==> config.mk <==
export PLATFORM = sky130hd
export DESIGN_NAME = fnd_scan_ctrl_flat
export DESIGN_NICKNAME = d
export VERILOG_FILES = /design/src/rtl/fnd_pkg.sv /design/src/rtl/fnd_scan_ctrl_if.sv /design/src/rtl/bin2bcd_seq.sv /design/src/rtl/fnd_scan_ctrl.sv /design/src/flat_wrapper.sv
export SDC_FILE = /design/constraint.sdc
export NUM_CORES = 1
export LEC_CHECK = 0
export BUFFER_PORTS_ARGS = -buffer_cell sky130_fd_sc_hd__buf_2
export CORE_MARGIN = 1.5
export CORE_UTILIZATION = 40
export DETAILED_ROUTE_END_ITERATION = 10
export PLACE_DENSITY = 0.69
export SYNTH_ARGS = -nofsm -noshare
export SYNTH_HDL_FRONTEND = slang
export SYNTH_SLANG_ARGS = --single-unit
==> constraint.sdc <==
create_clock -name i_clk -period 3.6 [get_ports i_clk]
set_input_delay 0 -clock i_clk [delete_from_list [all_inputs] [get_ports i_clk]]
set_output_delay 0 -clock i_clk [all_outputs]
set_load 0.01 [all_outputs]
==> src/rtl/fnd_pkg.sv <==
// Shared types and constants for the FND scan controller and its BCD converter.
package fnd_pkg;

  typedef enum logic [1:0] {
    IDLE,
    SHIFT,
    COMMIT
  } conv_state_t;

  localparam int NUM_DIGITS = 4;
  localparam int BCD_W      = 4;
  localparam int MAX_DISP   = 9999;
  localparam int DISP_W     = NUM_DIGITS * BCD_W;

  typedef logic [1:0] digit_idx_t;

  // Enable bit per digit: set from the most significant nonzero digit downward.
  // Digit 0 is always lit so a zero value still shows a single "0".
  function automatic logic [NUM_DIGITS-1:0] lead_mask(input logic [DISP_W-1:0] digits);
    logic seen;
    lead_mask = '0;
    seen      = 1'b0;
    for (int i = NUM_DIGITS - 1; i >= 0; i--) begin
      seen         = seen | (digits[i*BCD_W +: BCD_W] != '0);
      lead_mask[i] = seen;
    end
    lead_mask[0] = 1'b1;
  endfunction

endpackage

==> src/rtl/fnd_scan_ctrl_if.sv <==
// Value-input handshake of the FND scan controller (source = master, controller = slave).
interface fnd_scan_ctrl_if #(
  parameter int VAL_W = 14
);
  logic [VAL_W-1:0] i_value;
  logic             i_valid;
  logic             o_ready;
  logic             o_busy;

  modport master (output i_value, output i_valid, input  o_ready, input  o_busy);
  modport slave  (input  i_value, input  i_valid, output o_ready, output o_busy);
endinterface

==> src/rtl/bin2bcd_seq.sv <==
// Sequential double-dabble: saturates the input to 9999, shifts VAL_W times,
// then presents the four BCD digits for one COMMIT cycle (done=1).
module bin2bcd_seq
  import fnd_pkg::*;
#(
  parameter int VAL_W = 14
) (
  input  logic              clk,
  input  logic              srst,
  input  logic              start,
  input  logic [VAL_W-1:0]  value,
  output logic              ready,
  output logic              busy,
  output logic              done,
  output logic [DISP_W-1:0] bcd
);

  localparam int CNT_W = $clog2(VAL_W + 1);

  conv_state_t       state_reg, state_next;
  logic [DISP_W-1:0] bcd_reg, bcd_next;
  logic [VAL_W-1:0]  bin_reg, bin_next;
  logic [CNT_W-1:0]  cnt_reg, cnt_next;
  logic              ready_reg, ready_next;
  logic              busy_reg, busy_next;
  logic [DISP_W-1:0] bcd_adj;
  logic [VAL_W-1:0]  value_sat;

  assign value_sat = (int'(value) > MAX_DISP) ? VAL_W'(MAX_DISP) : value;

  for (genvar gi = 0; gi < NUM_DIGITS; gi++) begin : g_adj
    assign bcd_adj[gi*BCD_W +: BCD_W] = (bcd_reg[gi*BCD_W +: BCD_W] >= 4'd5)
                                      ? bcd_reg[gi*BCD_W +: BCD_W] + 4'd3
                                      : bcd_reg[gi*BCD_W +: BCD_W];
  end

  always_ff @(posedge clk) begin
    if (srst) begin
      state_reg <= IDLE;
      bcd_reg   <= '0;
      bin_reg   <= '0;
      cnt_reg   <= '0;
      ready_reg <= 1'b1;
      busy_reg  <= 1'b0;
    end else begin
      state_reg <= state_next;
      bcd_reg   <= bcd_next;
      bin_reg   <= bin_next;
      cnt_reg   <= cnt_next;
      ready_reg <= ready_next;
      busy_reg  <= busy_next;
    end
  end

  // ready/busy are registered, so ready reappears one cycle after COMMIT.
  always_comb begin
    state_next = state_reg;
    bcd_next   = bcd_reg;
    bin_next   = bin_reg;
    cnt_next   = cnt_reg;
    ready_next = ready_reg;
    busy_next  = busy_reg;
    done       = 1'b0;
    case (state_reg)
      IDLE: begin
        ready_next = !start;
        busy_next  = start;
        if (start) begin
          bin_next   = value_sat;
          bcd_next   = '0;
          cnt_next   = CNT_W'(VAL_W);
          state_next = SHIFT;
        end
      end
      SHIFT: begin
        ready_next             = 1'b0;
        busy_next              = 1'b1;
        {bcd_next, bin_next}   = {bcd_adj, bin_reg} << 1;
        cnt_next               = cnt_reg - CNT_W'(1);
        if (cnt_reg == CNT_W'(1)) begin
          state_next = COMMIT;
        end
      end
      COMMIT: begin
        done       = 1'b1;
        ready_next = 1'b0;
        busy_next  = 1'b0;
        state_next = IDLE;
      end
      default: state_next = IDLE;
    endcase
  end

  assign ready = ready_reg;
  assign busy  = busy_reg;
  assign bcd   = bcd_reg;

endmodule

==> src/rtl/fnd_scan_ctrl.sv <==
// FND display driver: converts a binary value to BCD and scans the four digits.
// Optional leading-zero blanking is enabled by defining FND_LEADING_ZERO_BLANK_EN.
module fnd_scan_ctrl
  import fnd_pkg::*;
#(
  parameter int CLK_HZ  = 100_000_000,
  parameter int SCAN_HZ = 1000,
  parameter int VAL_W   = 14
) (
  input  logic              i_clk,
  input  logic              i_reset,
  fnd_scan_ctrl_if.slave    bus,
  output digit_idx_t        o_digitSelect,
  output logic [BCD_W-1:0]  o_bcd,
  output logic              o_en
);

  localparam int TC    = CLK_HZ / SCAN_HZ - 1;
  localparam int PRE_W = (TC < 1) ? 1 : $clog2(TC + 1);

  logic              conv_ready, conv_busy, conv_done, conv_start;
  logic [DISP_W-1:0] conv_bcd;

  logic [PRE_W-1:0]      pre_reg, pre_next;
  logic                  tick;
  logic [DISP_W-1:0]     display_reg, display_next;
  logic [NUM_DIGITS-1:0] mask_next;
  digit_idx_t            sel_reg, sel_next;
  logic [BCD_W-1:0]      bcd_reg, bcd_next;
  logic                  en_reg, en_next;
  logic [BCD_W-1:0]      disp_digit [NUM_DIGITS];

  assign conv_start = bus.i_valid && conv_ready;
  assign bus.o_ready = conv_ready;
  assign bus.o_busy  = conv_busy;

  bin2bcd_seq #(.VAL_W(VAL_W)) u_bin2bcd (
    .clk   (i_clk),
    .srst  (i_reset),
    .start (conv_start),
    .value (bus.i_value),
    .ready (conv_ready),
    .busy  (conv_busy),
    .done  (conv_done),
    .bcd   (conv_bcd)
  );

  assign tick     = (pre_reg == PRE_W'(TC));
  assign pre_next = tick ? '0 : pre_reg + PRE_W'(1);

  // Bypass the display register on COMMIT so a coincident tick shows the new number.
  assign display_next = conv_done ? conv_bcd : display_reg;

  for (genvar gi = 0; gi < NUM_DIGITS; gi++) begin : g_digit
    assign disp_digit[gi] = display_next[gi*BCD_W +: BCD_W];
  end

`ifdef FND_LEADING_ZERO_BLANK_EN
  logic [NUM_DIGITS-1:0] mask_reg;

  assign mask_next = conv_done ? lead_mask(conv_bcd) : mask_reg;

  always_ff @(posedge i_clk) begin
    if (i_reset) begin
      mask_reg <= NUM_DIGITS'(1);
    end else begin
      mask_reg <= mask_next;
    end
  end
`else
  assign mask_next = '1;
`endif

  assign sel_next = tick ? sel_reg + 2'd1 : sel_reg;
  assign bcd_next = tick ? disp_digit[sel_next] : bcd_reg;
  // Digit 0 is never blanked, so enable can come up right after reset.
  assign en_next  = tick ? mask_next[sel_next] : ((sel_reg == 2'd0) ? 1'b1 : en_reg);

  always_ff @(posedge i_clk) begin
    if (i_reset) begin
      pre_reg     <= '0;
      display_reg <= '0;
      sel_reg     <= '0;
      bcd_reg     <= '0;
      en_reg      <= 1'b0;
    end else begin
      pre_reg     <= pre_next;
      display_reg <= display_next;
      sel_reg     <= sel_next;
      bcd_reg     <= bcd_next;
      en_reg      <= en_next;
    end
  end

  assign o_digitSelect = sel_reg;
  assign o_bcd         = bcd_reg;
  assign o_en          = en_reg;

endmodule

==> src/flat_wrapper.sv <==
// flat-port wrapper written by rule: the top's interface ports become plain ports
module fnd_scan_ctrl_flat import fnd_pkg::*;
#(
  parameter int CLK_HZ  = 100_000_000,
  parameter int SCAN_HZ = 1000,
  parameter int VAL_W   = 14
)
  (i_clk, i_reset, o_digitSelect, o_bcd, o_en, bus_i_value, bus_i_valid, bus_o_ready, bus_o_busy);
  fnd_scan_ctrl_if #(.VAL_W(VAL_W)) bus_i ();
  input  logic i_clk;
  input  logic i_reset;
  output digit_idx_t o_digitSelect;
  output logic [BCD_W-1:0] o_bcd;
  output logic o_en;
  input wire logic [$bits(bus_i.i_value)-1:0] bus_i_value;
  input wire logic [$bits(bus_i.i_valid)-1:0] bus_i_valid;
  output wire logic [$bits(bus_i.o_ready)-1:0] bus_o_ready;
  output wire logic [$bits(bus_i.o_busy)-1:0] bus_o_busy;
  assign bus_i.i_value = bus_i_value;
  assign bus_i.i_valid = bus_i_valid;
  assign bus_o_ready = bus_i.o_ready;
  assign bus_o_busy = bus_i.o_busy;
  fnd_scan_ctrl #(.CLK_HZ(CLK_HZ), .SCAN_HZ(SCAN_HZ), .VAL_W(VAL_W)) u_core (.i_clk(i_clk), .i_reset(i_reset), .bus(bus_i), .o_digitSelect(o_digitSelect), .o_bcd(o_bcd), .o_en(o_en));
endmodule
# After elaboration in Yosys (flattened, before gate mapping)
# Cells that the tools add are included.
# totals
word_cells	70
n_memories	0
ram_bits	0
ff_bits	78
latch_bits	0
romBits	0
# op_classes
muxes	26
magnitude_cmp	7
n_bitwise	1
eq_ne	6
shifts	0
add_sub_neg	7
multipliers	0
n_div	0
n_reduce_logical	12
# op_table
cell	n
$mux 16	2
$pmux 16 s2	1
$mux 14	2
$pmux 14 s2	1
$mux 4	6
$add 17x1->17 const B	1
$eq 17x17->1 const B	1
$ge 4x3->1 const B	4
$gt 14x14->1 const B	1
$add 4x2->4 const B	3
$bmux 4 s2	1
$pmux 4 s2	1
$mux 2	3
$reduce_bool 2->1	3
$eq 4x1->1 const B	1
$logic_not 2->1	2
$mux 1	4
$ne 2x2->1 const B	2
$pmux 2 s2	1
$reduce_and 2->1	2
$reduce_or 2->1	2
$sub 4x1->4 const B	1
$add 3x2->3 const B	1
$ge 3x3->1 const B	1
12 further kinds	12

# Depth between registers and ports, before layout
# depth
word_depth	6
depth_mapped	8
ltp_nobuf	6

# By module
# From an unflattened synthesis, not the netlist that was laid out.
# hier_totals
cells_unflattened	409
hier_area_um2	3687.3
# by_module_without_submodules
mod	cells_per_inst	area_each_um2	instances
bin2bcd_seq	225	1999.4	1
fnd_scan_ctrl	184	1687.9	1

# Worst setup path after synthesis
# No wires, ideal clock.
# synth_path
path_kind	register -> register
from	register u_core.u_bin2bcd.state_reg[0]
to	register u_core.bcd_reg[2] (netlist: u_core.o_bcd[2])
period_less_slack_ns	1.789
stages_incl_launch_ff	8
setup_slack_ns	1.811
setup_ns	0.132
t_arrival_ns	1.657
t_required_ns	3.468
path_cell_list	dfxtp_1 inv_1 ha_1 buf_2 mux4_2 nor2b_1 a2111oi_2 nor3_1
# synth_via
elab_chain_len	6
# synth_rtl
element	line	rtl
start: declaration	bin2bcd_seq.sv:20	conv_state_t state_reg, state_next;
start signal: assignment	bin2bcd_seq.sv:46	state_reg <= state_next;
$eq 2x2->1	bin2bcd_seq.sv:64	case (state_reg)
$mux 1	bin2bcd_seq.sv:64	
$mux 16	fnd_scan_ctrl.sv:52	assign display_next = conv_done ? conv_bcd : display_reg;
$bmux 4 s2	fnd_scan_ctrl.sv:75	assign bcd_next = tick ? disp_digit[sel_next] : bcd_reg;
$mux 4 (implied by the code) (2 in series)	fnd_scan_ctrl.sv:75	
end signal: assignment	fnd_scan_ctrl.sv:90	bcd_reg <= bcd_next;
end: declaration	fnd_scan_ctrl.sv:29	logic [BCD_W-1:0] bcd_reg, bcd_next;
# Every way passes these cells. The select of a mux whose other input is x is not followed.
# A chain may end at the register's enable or synchronous reset.

# Final worst setup path
# layout_path
from	register u_core.u_bin2bcd.state_reg[1]
to	register u_core.u_bin2bcd.bcd_reg[5] (netlist: u_core.u_bin2bcd.bcd[5])
# layout_via
elab_chain_len	3
word_cells_on_any_way	6
# layout_rtl
element	line	rtl
$eq 2x1->1 / $logic_not 2->1 (equally long branches)	bin2bcd_seq.sv:64	
$reduce_bool 2->1 (no line) / $ne 2x2->1 (equally long branches)	--	
$reduce_and 2->1 (no line)	--	
end signal: assignment	bin2bcd_seq.sv:47	bcd_reg <= bcd_next;
end: declaration	bin2bcd_seq.sv:21	logic [DISP_W-1:0] bcd_reg, bcd_next;
# Several ways; a longest one is shown, not always the timed one.

==> summary.txt <==
Critical path
  – Most used cell, CP: nor2_1
  – CP top delay family: simple AND/OR/NAND/NOR gates
  – Worst setup EP type: flip-flop
  – Buf/Inv on CP: 2
  – CP arrival: 2.68 ns
  – R2R Setup Slk: 1.21 ns
  – CP startpoint kind: flip-flop
  – Crit Path Class: flip-flop to flip-flop
  – Slowest cell on crit path: nor2_1
  – Required time of the critical path: 3.89 ns
  – Critical Path Max Stage Delay: 0.67 ns
  – Crit-path cells: inv_1 > ha_1 > a21boi_1 > nor2_1 > buf_4 > nor2_1 > a22o_1
  – Critical Path Fanout Max: 13

Logic synthesis
  – Post-Synthesis Cell Area: 0.00382 mm²
  – Top post-synthesis cells by area: dfxtp_1 41%, mux2i_1 6.5%, nor2_1 6.1%, ha_1 5.6%, xnor2_1 3.2%
  – Seq/Total Area, Yosys: 40.8%
  – Syn Nets: 448
  – Synth top area share: 40.8%
  – Largest area contributor in the netlist: dfxtp_1
  – Flops & latches, synth: 78
  – Warnings from Yosys: 0
  – Count leader, synth: dfxtp_1
  – Syn avg cell area: 9.24 µm²
  – Cell variety after synth: 50
  – Post-synth ARST share: 0%
  – Ys flop type: dfxtp_1
  – Post-synth EDFFs: 0
  – Syn Inst Count: 414
  – Synth top cells by count: 78 x dfxtp_1, 62 x nor2_1, 25 x mux2i_1

Cells and area
  – Layout area overhead: 12.6%
  – Layout cell share with drive strength beyond 1: 12.9%
  – Final net count: 477
  – # diodes: 0
  – Max reg flops: 17
  – Multi-input logic area: 0.00210 mm²
  – Fillers: 892
  – Reg area: 0.00156 mm²
  – Final core utilization: 46.6%

Timing
  – Worst-Margin Slew: 0.953 ns
  – Slew HR: 36.5%
  – Max Clock Freq: 418 MHz
  – Period utilization: 66.5%
  – Slew Viols, Final: 0
  – Skew final: 0.0141 ns
  – Hold WS: 0.0170 ns
  – RSZ-0062 raised after global routing: false
  – Final setup fails: 0
  – Final Hold Viols: 0
  – Tmin final: 2.39 ns
  – Final setup TNS: 0 ns

Power and ir drop
  – P_leak: 1.53 nW
  – Design Power: 2.00 mW
  – Peak VDD IR: 248 µV
  – Power per standard cell area: 465 mW/mm²

Clock tree
  – Clk Latency, worst-skew pair: 0.35 ns
  – CTS tree: done
  – Post-CTS Setup Bufs: 0
  – CTS Root Cell: clkbuf_8
  – Longest Clk Path Bufs: 2
  – Sinks on the clock net: 78
  – H-tree Lvls: 3
  – Hold buffers post-CTS: 10
  – Resized cells post-CTS: 0
  – Reg clk slew, reported paths: 0.09 ns
  – CTS Buf Count: 9

Floorplan
  – Row cnt: 35
  – DIE WIDTH: 101 µm
  – IO Pins: 26
  – Initial core utilization: 41.4%
  – Die area: 0.0102 mm²
  – Core Area: 0.00924 mm²
  – Die height: 101 µm

Global route
  – Largest net degree at the start of global routing: 38
  – Global Route Usage Sum: 17.2%
  – Vias in the first global route: 2967
  – Overflow after GRT: 0
  – Initial antenna violation count: 0
  – Global-route wire length before repair: 13.8 mm

Placement
  – I/O Buffers: 25
  – Hpwl dp: 5.45 mm
  – GPL Wtd Cong: 0.799

Route
  – Drt via density: 5.38
  – Detailed Route Iter0 Violations: 140
  – Routed Wire Length: 8.01 mm
  – TritonRoute pass-1 iters: 5
  – WL/cell: 13.9 µm
  – DR DRC count: 0
  – Post-DRT Antenna Nets: 0
  – Via count: 3102

Min path
  – HP Class: input pin to flip-flop

Outcome
  – Status: finished clean

Job
  – Max Cap Viol: 0
==> through the flow <==
| stage | cells | setup WS [ns] | area, µm² |
|---|---|---|---|
| 6_report | 577 | 1.21 | 4310 |
| 5_1_grt | 577 | 0.998 | 4310 |
| 2_1_floorplan | 414 | 1.81 | 3820 |
| 4_1_cts | 577 | 1.22 | 4310 |
| 3_5_place_dp | 551 | 1.24 | 4040 |
| 3_3_place_gp | 551 | 1.32 | 4040 |
==> final timing paths <==
check                                     start                           to  cells past startpoint
setup / recovery  u_core.u_bin2bcd.state_reg[1]      u_core.u_bin2bcd.bcd[5]                      7
hold / removal                   bus_i_value[4]  u_core.u_bin2bcd.bin_reg[4]                      3
setup reg to reg  u_core.u_bin2bcd.state_reg[1]      u_core.u_bin2bcd.bcd[5]                      7
hold reg to reg               u_core.pre_reg[0]            u_core.pre_reg[0]                      1
==> layer usage <==
layer,up-vias,GRT usage [%],wire (µm)
met1,1476,21.7,3730
met5,-,0,0
met2,74,28.6,3770
li1,1541,-,-
met4,0,5.63,95
met3,11,4.79,404
==> cell type report <==
cell class	instances	share of cell area, %
Clock buffer	11	3.05
Clock inverter	5	0.842
Inverter	17	1.48
Multi-Input combinational cell	298	48.7
Sequential cell	78	36.2
Tap cell	129	3.75
Timing Repair Buffer	39	5.93
==> power by group <==
part	switching [mW]	internal [mW]	total [mW]	leakage, nW
clock network	0.316	0.250	0.567	0.0755
logic	0.265	0.172	0.437	0.823
registers	0.0559	0.943	0.999	0.634
total	0.637	1.37	2.00	1.53
==> tightest hold or removal path: cells and delay by family <==
family | cells | cell delay [ns]
and+or+nand+nor | 1 | 0.17
buffers and inverters | 1 | 0.09
AOI/OAI and AO/OA | 1 | 0.06
==> kinds of logic after synthesis <==
family | share of synthesized area [%]
buf+inv | 4.32
flops | 40.8
mux | 9.78
simple gates | 20.1
xor+xnor | 4.81
fa+ha+maj | 5.56
compound gates | 14.6
==> placed cells by master (no fill, tap or decap), types with 2 or more instances in the layout <==
master / Yosys / final
buf_4: 0 / 4
dfxtp_1: 78 / 78
a2bb2oi_1: 3 / 3
mux4_2: 5 / 5
nor3_1: 17 / 17
xnor2_1: 14 / 14
or3_1: 6 / 6
mux2i_1: 25 / 25
o21a_1: 2 / 2
o21ai_1: 4 / 4
ha_1: 17 / 17
and3_1: 2 / 2
a2111oi_2: 3 / 3
nand3_1: 14 / 14
a221oi_1: 7 / 7
and4_1: 4 / 4
nor3b_1: 4 / 4
clkbuf_8: 0 / 9
nor2_1: 62 / 62
o21ai_0: 9 / 9
a21oi_1: 21 / 21
a32o_1: 3 / 3
o211ai_1: 3 / 3
xor2_1: 7 / 7
nand4_1: 5 / 5
a31oi_1: 3 / 3
nor4_1: 4 / 4
clkbuf_1: 11 / 2
a211oi_1: 4 / 4
inv_1: 17 / 17
clkinvlp_4: 0 / 3
a22o_1: 8 / 8
buf_2: 6 / 25
nor2b_1: 3 / 3
dlygate4sd3_1: 0 / 10
nand2_1: 14 / 14
nand2b_1: 10 / 10
Power figures use the tool's default switching activity.
